`config.mk`:
```
export PLATFORM = sky130hd
export DESIGN_NAME = mem_ctrl_multi_flat
export DESIGN_NICKNAME = d
export VERILOG_FILES = /design/src/rtl/mem_ctrl_multi_pkg.sv /design/src/rtl/mem_ctrl_multi_if.sv /design/src/rtl/mem_ctrl_multi_toggle_cov.sv /design/src/rtl/mem_ctrl_multi.sv /design/src/flat_wrapper.sv
export SDC_FILE = /design/constraint.sdc
export NUM_CORES = 1
export LEC_CHECK = 0
export ABC_AREA = 1
export BUFFER_PORTS_ARGS = -buffer_cell sky130_fd_sc_hd__buf_4
export CORE_MARGIN = 2
export CORE_UTILIZATION = 60
export CTS_BUF_LIST = sky130_fd_sc_hd__clkbuf_4 sky130_fd_sc_hd__clkbuf_8 sky130_fd_sc_hd__clkbuf_16
export CTS_CLUSTER_SIZE = 40
export DETAILED_ROUTE_END_ITERATION = 12
export GPL_TIMING_DRIVEN = 0
export PLACE_DENSITY_LB_ADDON = 0.2
export SLEW_MARGIN = 15
export SYNTH_ARGS = -nofsm -noshare
export SYNTH_HDL_FRONTEND = slang
export SYNTH_SLANG_ARGS = --single-unit
```
`constraint.sdc`:
```
create_clock -name clock -period 2.5 [get_ports clock]
set_clock_uncertainty 0.05 [all_clocks]
set_input_delay 0.125 -clock clock [delete_from_list [all_inputs] [get_ports clock]]
set_output_delay 0.125 -clock clock [all_outputs]
set_load 0.05 [all_outputs]
```
`src/rtl/mem_ctrl_multi_pkg.sv`:
```
// Shared types for the multi-channel beat assembler.
// Latency: n/a (types and helpers only).
// Backpressure: n/a.
package mem_ctrl_pkg;

    // Per-channel assembly state; encodings are visible on reg_state/coverage.
    typedef enum logic [1:0] {
        ST_READY   = 2'd0,
        ST_PENDING = 2'd1,
        ST_BUSY    = 2'd2
    } ch_state_e;

    // Beat counter width, enough for BEATS up to 4.
    localparam int CNT_W = 3;

    // Width of a channel index; never narrower than one bit.
    function automatic int idx_w(input int n);
        return (n > 1) ? $clog2(n) : 1;
    endfunction

endpackage

```
`src/rtl/mem_ctrl_multi_if.sv`:
```
// Channel-in / word-out handshake bundle for mem_ctrl_multi.
// Latency: n/a (wires only).
// Backpressure: in_ready per channel, out_ready from the sink.
// master: stimulus/sink side; slave: the controller.
interface mem_ctrl_multi_if #(
    parameter int NCH   = 3,
    parameter int BEATW = 2,
    parameter int BEATS = 2
);
    import mem_ctrl_pkg::*;

    localparam int DATAW = BEATW * BEATS;
    localparam int CHW   = idx_w(NCH);

    logic [NCH-1:0]       in_valid;
    logic [NCH*BEATW-1:0] in_data;
    logic [NCH-1:0]       in_ready;
    logic                 out_valid;
    logic                 out_ready;
    logic [DATAW-1:0]     out_data;
    logic [CHW-1:0]       out_ch;

    modport master (
        output in_valid, in_data, out_ready,
        input  in_ready, out_valid, out_data, out_ch
    );

    modport slave (
        input  in_valid, in_data, out_ready,
        output in_ready, out_valid, out_data, out_ch
    );

endinterface

```
`src/rtl/mem_ctrl_multi_toggle_cov.sv`:
```
// Sticky toggle detector: flags the first change of a 1-bit signal.
// Latency: toggled rises the cycle after the sampled change.
// Backpressure: none.
// Ports: clock, reset (async high), signal (observed), toggled (sticky flag).
module toggle_cov (
    input  logic clock,
    input  logic reset,
    input  logic signal,
    output logic toggled
);

    logic last;

    // last starts at 0, so a signal that idles high registers as a toggle.
    always_ff @(posedge clock or posedge reset) begin
        if (reset) begin
            last    <= 1'b0;
            toggled <= 1'b0;
        end else begin
            last <= signal;
            if (signal != last)
                toggled <= 1'b1;
        end
    end

endmodule

```
`src/rtl/mem_ctrl_multi.sv`:
```
// Assembles BEATS beats per channel into one word; round-robin output arbiter.
// Latency: word presented the cycle after its last beat is accepted.
// Backpressure: a BUSY channel holds (in_ready=0) until granted with out_ready.
// Ports: clock, reset (async high), meta_reset (sync clear of state coverage),
//        bus (slave handshake), coverage (toggle bits), io_cov_sum, bug.
module mem_ctrl_multi
    import mem_ctrl_pkg::*;
#(
    parameter int NCH   = 3,
    parameter int BEATW = 2,
    parameter int BEATS = 2
) (
    input  logic                 clock,
    input  logic                 reset,
    input  logic                 meta_reset,
    mem_ctrl_multi_if.slave      bus,
    output logic [3*NCH-1:0]     coverage,
    output logic [2*NCH:0]       io_cov_sum,
    output logic                 bug
);

    localparam int DATAW = BEATW * BEATS;
    localparam int CHW   = idx_w(NCH);
    localparam int SW    = 2 * NCH;

    ch_state_e        st   [NCH];
    logic [CNT_W-1:0] cnt  [NCH];
    logic [DATAW-1:0] data [NCH];

    logic [NCH-1:0] busy;
    logic [CHW-1:0] rr_ptr;
    logic [CHW-1:0] grant;
    logic           xfer;
    logic [SW-1:0]  state_vec;
    logic [SW-1:0]  reg_state;

    logic [(1<<SW)-1:0] covmap;
    logic [SW:0]        covsum;

    always_comb begin
        busy      = '0;
        state_vec = '0;
        for (int i = 0; i < NCH; i++) begin
            busy[i]            = (st[i] == ST_BUSY);
            state_vec[2*i +: 2] = st[i];
        end
    end

    // First BUSY channel strictly after rr_ptr, wrapping.
    always_comb begin
        logic found;
        int   idx;
        grant = rr_ptr;
        found = 1'b0;
        for (int k = 1; k <= NCH; k++) begin
            idx = (int'(rr_ptr) + k) % NCH;
            if (!found && busy[idx]) begin
                grant = CHW'(idx);
                found = 1'b1;
            end
        end
    end

    assign bus.in_ready  = ~busy;
    assign bus.out_valid = |busy;
    assign bus.out_ch    = grant;
    assign bus.out_data  = bus.out_valid ? data[grant] : '0;
    assign xfer          = bus.out_valid && bus.out_ready;
    assign bug           = &busy;

    always_ff @(posedge clock or posedge reset) begin
        if (reset) begin
            for (int i = 0; i < NCH; i++) begin
                st[i]   <= ST_READY;
                cnt[i]  <= '0;
                data[i] <= '0;
            end
        end else begin
            for (int i = 0; i < NCH; i++) begin
                case (st[i])
                    ST_READY: begin
                        if (bus.in_valid[i]) begin
                            data[i] <= DATAW'(bus.in_data[i*BEATW +: BEATW]);
                            cnt[i]  <= CNT_W'(1);
                            st[i]   <= (BEATS == 1) ? ST_BUSY : ST_PENDING;
                        end
                    end
                    ST_PENDING: begin
                        if (bus.in_valid[i]) begin
                            data[i][cnt[i]*BEATW +: BEATW] <= bus.in_data[i*BEATW +: BEATW];
                            cnt[i] <= cnt[i] + 1'b1;
                            if (cnt[i] == CNT_W'(BEATS - 1))
                                st[i] <= ST_BUSY;
                        end else begin
                            // A gap in the beat stream abandons the partial word.
                            st[i]   <= ST_READY;
                            cnt[i]  <= '0;
                            data[i] <= '0;
                        end
                    end
                    ST_BUSY: begin
                        if (xfer && grant == CHW'(i)) begin
                            st[i]  <= ST_READY;
                            cnt[i] <= '0;
                        end
                    end
                    default: st[i] <= ST_READY;
                endcase
            end
        end
    end

    always_ff @(posedge clock or posedge reset) begin
        if (reset) begin
            rr_ptr    <= CHW'(NCH - 1);
            reg_state <= '0;
        end else begin
            reg_state <= state_vec;
            if (xfer)
                rr_ptr <= grant;
        end
    end

    // State-vector coverage survives reset on purpose; only meta_reset clears it.
    always_ff @(posedge clock) begin
        if (meta_reset) begin
            covmap <= '0;
            covsum <= '0;
        end else if (!covmap[reg_state]) begin
            covmap[reg_state] <= 1'b1;
            covsum            <= covsum + 1'b1;
        end
    end

    assign io_cov_sum = covsum;

    // coverage[3i+2:3i] = {is_READY, is_PENDING, in_valid[i]}
    for (genvar g = 0; g < NCH; g++) begin : g_cov
        toggle_cov u_ready (
            .clock   (clock),
            .reset   (reset),
            .signal  (st[g] == ST_READY),
            .toggled (coverage[3*g+2])
        );
        toggle_cov u_pending (
            .clock   (clock),
            .reset   (reset),
            .signal  (st[g] == ST_PENDING),
            .toggled (coverage[3*g+1])
        );
        toggle_cov u_valid (
            .clock   (clock),
            .reset   (reset),
            .signal  (bus.in_valid[g]),
            .toggled (coverage[3*g])
        );
    end

endmodule

```
`src/flat_wrapper.sv`:
```
// flat-port wrapper written by rule: the top's interface ports become plain ports
module mem_ctrl_multi_flat import mem_ctrl_pkg::*;
#(
    parameter int NCH   = 3,
    parameter int BEATW = 2,
    parameter int BEATS = 2
)
  (clock, reset, meta_reset, coverage, io_cov_sum, bug, bus_in_valid, bus_in_data, bus_out_ready, bus_in_ready, bus_out_valid, bus_out_data, bus_out_ch);
  mem_ctrl_multi_if #(.NCH(NCH), .BEATW(BEATW), .BEATS(BEATS)) bus_i ();
  input  logic clock;
  input  logic reset;
  input  logic meta_reset;
  output logic [3*NCH-1:0] coverage;
  output logic [2*NCH:0] io_cov_sum;
  output logic bug;
  input wire logic [$bits(bus_i.in_valid)-1:0] bus_in_valid;
  input wire logic [$bits(bus_i.in_data)-1:0] bus_in_data;
  input wire logic [$bits(bus_i.out_ready)-1:0] bus_out_ready;
  output wire logic [$bits(bus_i.in_ready)-1:0] bus_in_ready;
  output wire logic [$bits(bus_i.out_valid)-1:0] bus_out_valid;
  output wire logic [$bits(bus_i.out_data)-1:0] bus_out_data;
  output wire logic [$bits(bus_i.out_ch)-1:0] bus_out_ch;
  assign bus_i.in_valid = bus_in_valid;
  assign bus_i.in_data = bus_in_data;
  assign bus_i.out_ready = bus_out_ready;
  assign bus_in_ready = bus_i.in_ready;
  assign bus_out_valid = bus_i.out_valid;
  assign bus_out_data = bus_i.out_data;
  assign bus_out_ch = bus_i.out_ch;
  mem_ctrl_multi #(.NCH(NCH), .BEATW(BEATW), .BEATS(BEATS)) u_core (.clock(clock), .reset(reset), .meta_reset(meta_reset), .bus(bus_i), .coverage(coverage), .io_cov_sum(io_cov_sum), .bug(bug));
endmodule
```
# Yosys cells after proc, flatten, opt, wreduce, memory -nomap -nowiden
# Cells that the tools add are included.
[word_totals]
ramBits = 0
register_bits = 124
input_bits = 13
word_cells = 179
memories = 0
mem_bits_ro = 0
latchBits = 0
out_inout_bits = 27
[classes]
bitwise = 3
shift = 6
n_reduce_logical = 30
div_mod_pow = 3
n_lt_le_gt_ge = 6
n_eq_ne = 29
n_mux = 61
mul = 0
n_addsub = 10
[op_table]
columns = ["op", "count"]
rows = [
  ["$neg A4 Y34", 3],
  ["$shift A2 B34 Y4 const A", 3],
  ["$shiftx A2 B34 Y4", 3],
  ["$lt A32 B4 Y1 const B", 3],
  ["$mod A32 B3 Y32 const B", 3],
  ["$or A64 B64 Y64", 1],
  ["$mux W4", 9],
  ["$mux W2", 15],
  ["$mux W3", 9],
  ["$pmux W3 S3", 3],
  ["$pmux W4 S2", 3],
  ["$reduce_and A3 Y1", 7],
  ["$pmux W2 S3", 3],
  ["$bwmux W4", 3],
  ["$ne A2 B2 Y1 const B", 6],
  ["$mux W1", 10],
  ["$add A3 B1 Y3 const B", 3],
  ["$eq A3 B1 Y1 const B", 3],
  ["$ne A1 B1 Y1", 9],
  ["$ne A3 B2 Y1 const B", 3],
  ["$reduce_bool A3 Y1", 3],
  ["$bmux W4 S2", 1],
  ["$eq A2 B1 Y1 const B", 4],
  ["$eq A2 B2 Y1 const B", 4],
  ["17 further kinds", 34],
]

# Longest topological paths before layout
[logic_depth]
depth_word = 17
ltp_mapped = 17
mapped_depth_nobuf = 17

# Hierarchy
# From an unflattened synthesis, not the netlist that was laid out.
[hier_totals]
hier_cells = 861
area_unflattened_um2 = 6379.9
[modules_own_cells]
columns = ["module", "cells_per_inst", "area_per_inst_um2", "seq_area_each_um2", "instances"]
rows = [
  ["mem_ctrl_multi", 780, 5681.7, 2298.5, 1],
  ["toggle_cov", 9, 77.6, 50.0, 9],
]

# Worst setup path before layout
# No wires, ideal clock.
[synth_timing]
path_kind = "reg-to-output"
startpoint = "register u_core.st[2] (netlist bit)"
endpoint = "output port bus_out_data[0]"
arrival_ps = 2619
n_path_buf = 0
path_slack_ps = -294
t_required_ps = 2325
stages_incl_launch_ff = 12
cell_sequence = "dfrtp_1 inv_1 ha_1 inv_1 nand2_1 nand3_1 nand2_1 nand3_4 nand3_2 nand2_4 nand3_1 a21oi_1"
[synth_between]
elab_chain_len = 16
elab_cells_between_ends = 25
classes_between = "1 x eq/ne; 18 x mux; 1 x bitwise; 5 x reduce/logical"
[synth_rtl]
columns = ["element", "line", "rtl"]
rows = [
  ["start: declaration", "mem_ctrl_multi.sv:26", "ch_state_e st [NCH];"],
  ["start signal: indexed assignment", "mem_ctrl_multi.sv:85", "st[i] <= (BEATS == 1) ? ST_BUSY : ST_PENDING;"],
  ["$eq A2 B2 Y1 (*)", "mem_ctrl_multi.sv:44", "busy[i] = (st[i] == ST_BUSY);"],
  ["$bmux W1 S2", "mem_ctrl_multi.sv:57", "if (!found && busy[idx]) begin"],
  ["$mux W1 (not written as such) (2 in a row)", "mem_ctrl_multi.sv:57", ""],
  ["$mux W1", "mem_ctrl_multi.sv:57", ""],
  ["$logic_not A1 Y1", "mem_ctrl_multi.sv:57", ""],
  ["$logic_and A1 B1 Y1", "mem_ctrl_multi.sv:57", ""],
  ["$mux W1", "mem_ctrl_multi.sv:57", ""],
  ["$logic_not A1 Y1", "mem_ctrl_multi.sv:57", ""],
  ["$logic_and A1 B1 Y1", "mem_ctrl_multi.sv:57", ""],
  ["$mux W2 (*)", "mem_ctrl_multi.sv:57", ""],
  ["net bus_out_ch[1]", "flat_wrapper.sv:22", "output wire logic [$bits(bus_i.out_ch)-1:0] bus_out_ch;"],
  ["$not A2 Y3 (not written as such) (*)", "mem_ctrl_multi.sv:67", "assign bus.out_data = bus.out_valid ? data[grant] : '0;"],
  ["$bmux W4 S2 (*)", "mem_ctrl_multi.sv:67", ""],
  ["$mux W4 (not written as such) (*) (2 in a row)", "mem_ctrl_multi.sv:67", ""],
  ["$mux W4 (*)", "mem_ctrl_multi.sv:67", ""],
  ["end: declaration", "flat_wrapper.sv:21", "output wire logic [$bits(bus_i.out_data)-1:0] bus_out_data;"],
]
# The timed path passes the listed nets; every way through them passes the cells marked *. The select of a mux whose other input is x is not followed.

# Worst setup path in the final report
[layout_timing]
startpoint = "register u_core.rr_ptr[1]"
endpoint = "output port bus_out_data[3]"
[layout_between]
elab_chain_len = 17
elab_cells_between_ends = 29
classes_between = "3 x add/sub; 3 x div; 18 x mux; 1 x bitwise; 4 x reduce/logical"
[layout_rtl]
columns = ["element", "line", "rtl"]
rows = [
  ["start: declaration", "mem_ctrl_multi.sv:31", "logic [CHW-1:0] rr_ptr;"],
  ["start signal: assignment", "mem_ctrl_multi.sv:115", "rr_ptr <= CHW'(NCH - 1);"],
  ["start signal: assignment", "mem_ctrl_multi.sv:120", "rr_ptr <= grant;"],
  ["$add A2 B1 Y3", "mem_ctrl_multi.sv:56", "idx = (int'(rr_ptr) + k) % NCH;"],
  ["$mod A32 B3 Y32", "mem_ctrl_multi.sv:56", ""],
  ["$bmux W1 S2", "mem_ctrl_multi.sv:57", ""],
  ["$mux W1 (not written as such) (2 in a row)", "mem_ctrl_multi.sv:57", ""],
  ["$mux W1", "mem_ctrl_multi.sv:57", ""],
  ["$logic_not A1 Y1", "mem_ctrl_multi.sv:57", ""],
  ["$logic_and A1 B1 Y1", "mem_ctrl_multi.sv:57", ""],
  ["$mux W1", "mem_ctrl_multi.sv:57", ""],
  ["$logic_not A1 Y1", "mem_ctrl_multi.sv:57", ""],
  ["$logic_and A1 B1 Y1", "mem_ctrl_multi.sv:57", ""],
  ["$mux W2 (*)", "mem_ctrl_multi.sv:57", ""],
  ["$not A2 Y3 (not written as such) (*)", "mem_ctrl_multi.sv:67", ""],
  ["$bmux W4 S2 (*)", "mem_ctrl_multi.sv:67", ""],
  ["$mux W4 (not written as such) (*) (2 in a row)", "mem_ctrl_multi.sv:67", ""],
  ["$mux W4 (*)", "mem_ctrl_multi.sv:67", ""],
]
# Every way passes the cells marked *; elsewhere a longest branch is shown, timed or not. The select of a mux whose other input is x is not followed.

==> reports/qor.json <==
{
  "critical_path": {
    "crit_arrival_ns": 2.64,
    "critical_path.cell_chain": "inv_2, ha_4, inv_4, nand2_1, nand3_2, nand2_2, nand3_4, nand2_4, nor2_4, nor2_4, nand2_1, nand3_1, a21oi_2, buf_6",
    "worst-r2r-cell-count": 16,
    "cp.required_ns": 2.33,
    "slowest_stage": "sky130_fd_sc_hd__dfstp_2",
    "critPathMaxFanout": 6,
    "cp_slowest_stage_delay_ns": 0.58,
    "worst-setup-path-type": "reg2out",
    "startpoint": "u_core.rr_ptr[1]",
    "worstReg2RegStart": "u_core.rr_ptr[1]",
    "setup.worst_path.end": "bus_out_data[3]",
    "crit_path_start_kind": "flip-flop",
    "worst-r2r-setup-slack_ns": 0.02,
    "critical_path.endpoint_type": "primary output",
    "r2r-end": "u_core.cnt[6]"
  },
  "clock_network": {
    "htree_levels": 4,
    "cts.root.buffer_cell": "sky130_fd_sc_hd__clkbuf_8",
    "insertion_delay_ns": 0.53,
    "cts_made_buffers": 17,
    "clkTransAtPathRegs_ns": 0.06,
    "tritoncts_num_sinks": 124,
    "cts_tree": "built",
    "clock_tree.buffer_depth": 2
  },
  "floorplanning": {
    "chipWidth_um": 107.2,
    "full_die_area_um2": 11480,
    "coreArea_um2": 10320,
    "rows": 37,
    "floorplan.die.height_um": 107.2,
    "initial_utilization": 0.6185,
    "io-pin-count": 40
  },
  "synth": {
    "synth_enable_flop_cells": 0,
    "post_synth_main_area_contributors": "sky130_fd_sc_hd__dfxtp_1, sky130_fd_sc_hd__dfrtp_1, sky130_fd_sc_hd__nand2_1",
    "synth-warning-count": 0,
    "synth_largest_area_cell": "sky130_fd_sc_hd__dfxtp_1",
    "synth_sequential_area_ratio": 0.4305,
    "synth_fp_nets": 902,
    "synthesis.area_per_instance_um2": 7.424,
    "syn-instance-count": 860,
    "ys_types": 35,
    "synth-async-reset-ratio": 0.4274,
    "top_area_cell_type_share_of_the_netlist_area": 0.2226,
    "synthesis.area_um2": 6385,
    "synthFlopType": "sky130_fd_sc_hd__dfxtp_1",
    "ys_ff_latch": 124
  },
  "timing": {
    "setup_viol_count_final": 6,
    "worst_slew_pin_slew_ns": 1.042,
    "timing.final.max_slew_violations": 0,
    "worst_slew_margin_rel": 0.2997,
    "clock.fmax_mhz": 355.4,
    "worst_hold_slack_ns": 0.07109,
    "finalHoldViolCount": 0,
    "timing.setup.tns_ns": -1.504,
    "fin_crit_ns": 2.814,
    "setup_ws_ns": -0.3138,
    "rsz0062_at_grt": "yes",
    "finalCritPeriodShare": 1.126
  },
  "cells_and_area": {
    "mostFrequentLayoutCell": "sky130_fd_sc_hd__nand2_1",
    "finish.net_count": 981,
    "utilization": 0.7755,
    "fillCellCount": 733,
    "area_growth_pct": 25.40,
    "finish.instance_area_um2": 8006,
    "antenna_cells": 0,
    "layout-drive-gt1-share": 0.1901,
    "layout_common_cells": "sky130_fd_sc_hd__nand2_1, sky130_fd_sc_hd__inv_1, sky130_fd_sc_hd__a21oi_1"
  },
  "grt": {
    "initial_antenna_violation_count": 0,
    "track_usage": 0.3073,
    "globalRoute.totalOverflow": 0,
    "first_global_vias": 6057,
    "largest_net_degree_at_the_start_of_global_routing": 39,
    "first_pass_grt_wire_length_um": 27650
  },
  "detailed_routing": {
    "vias": 6006,
    "routed_wl_um": 16690,
    "drc": 0,
    "routed_via_density": 5.520,
    "dr.first_iter.drc_count": 438,
    "wire_per_inst_um": 15.34,
    "drt.antenna.violating_nets": 0,
    "drt_first_pass_iters": 6
  },
  "min_path": {
    "worstHoldPathType": "in2async"
  },
  "power_and_ir_drop": {
    "powerDensity_nw_per_um2": 1302,
    "leakage_uw": 0.003566,
    "ir_worst_vdd_v": 0.001553
  },
  "placed_design": {
    "postPlaceCellArea_um2": 6895,
    "place.detailed.hpwl_um": 10870,
    "buffers_added_on_ports": 38,
    "finalWeightedCongestion": 0.8984,
    "pre_cts_slack_ns": -0.1254
  },
  "outcome": {
    "violations": "negative setup slack",
    "run_status": "finished, violations left"
  },
  "job": {
    "maxCapViolCount": 0
  }
}
## critical path: cells and delay by family, from the launching register on
| family | cells | cell delay [ns] |
|---|---|---|
| flops | 1 | 0.58 |
| compound gates | 1 | 0.19 |
| simple gates | 9 | 0.81 |
| buf+inv | 3 | 0.33 |
| fa+ha+maj | 1 | 0.19 |
## stage by stage
step	power [uW]	cells
final	10420	1088
after global routing	11010	1088
after CTS	10170	1084
after detailed placement	6719	1035
after global placement	6532	1034
after floorplan	5613	860
## synth_stat cells (all sizes together) (3+ instances only)
cell type and count:
clkbuf 14, ha 29, nor3 26, o22ai 5, nand4 3, dfrtp 52, nand2 250, a21oi 92
nor2 53, buf 20, xnor2 7, dfxtp 71, nand3 54, inv 111, nor4 3, o21ai 64
## power by group
group          leakage (uW)  internal [uW]  switching (uW)
clock              0.000340           2120             918
sequential          0.00121           2350             265
combinational       0.00201           1510            3260
## flip-flops by register name (all words and copies together), names as in the netlist
name and count:
u_core.g_cov.u_pending.toggled 3, u_core.g_cov.u_valid.toggled 3, u_core.g_cov.u_ready.last 3, u_core.st 6
u_core.covmap 64, u_core.data 12, u_core.cnt 9, u_core.reg_state 6
u_core.g_cov.u_valid.last 3, u_core.g_cov.u_ready.toggled 3, u_core.io_cov_sum 7, u_core.rr_ptr 2
u_core.g_cov.u_pending.last 3
## cell type report
class / count / area, um^2 / area share
Inverter: 111 / 421.7 / 0.05266
Clock inverter: 15 / 317.8 / 0.03969
Multi-Input combinational cell: 591 / 3227 / 0.4030
Tap cell: 136 / 170.2 / 0.02125
Buffer: 34 / 193.9 / 0.02422
Sequential cell: 124 / 2749 / 0.3433
Timing Repair Buffer: 60 / 513.0 / 0.06407
Clock buffer: 17 / 414.1 / 0.05173
## worst min-delay path by stage
stage / startpoint / to / slack [ns] / cells after the start
CTS: reset / u_core.data[4] / 0.07 / 3
floorplan: bus_in_valid[0] / u_core.g_cov[0].u_valid.last / 0.11 / 0
finish: reset / u_core.g_cov[1].u_ready.toggled / 0.07 / 3
global route: reset / u_core.g_cov[1].u_ready.last / 0.09 / 3
detailed placement: reset / u_core.g_cov[1].u_ready.toggled / 0.07 / 2
global placement: bus_in_valid[0] / u_core.g_cov[0].u_valid.last / 0.21 / 1
## cells by family (layout without fill, tap and decap cells)
group                    count (synthesis)  after routing  synth area share
XOR/XNOR                                 8              8           0.01097
AO/OA/AOI/OAI                          162            162            0.1307
buffers and inverters                  145            237           0.09563
AND/OR/NAND/NOR                        392            392            0.2753
flip-flops                             124            124            0.4305
adder cells (fa/ha/maj)                 29             29           0.05683
## per-layer routing
layer	wire, um	up-vias	share of wire	track usage
li1	-	2899	-	-
met3	1070	47	0.064	0.08024
met4	458	0	0.027	0.1373
met1	6566	2833	0.39	0.3448
met2	8595	227	0.51	0.5448
met5	0	-	0	0
## repair_timing
action | CTS | global route
cloned | 0 | 0
hold buffers | 11 | 0
setup buffers | 6 | 4
endpoints found under the hold margin | 73 | 0
resized for setup | 38 | 11
pin swaps | 9 | 3
setup endpoints to repair | 7 | 11
No activity file was read; power rests on OpenSTA's default activity.
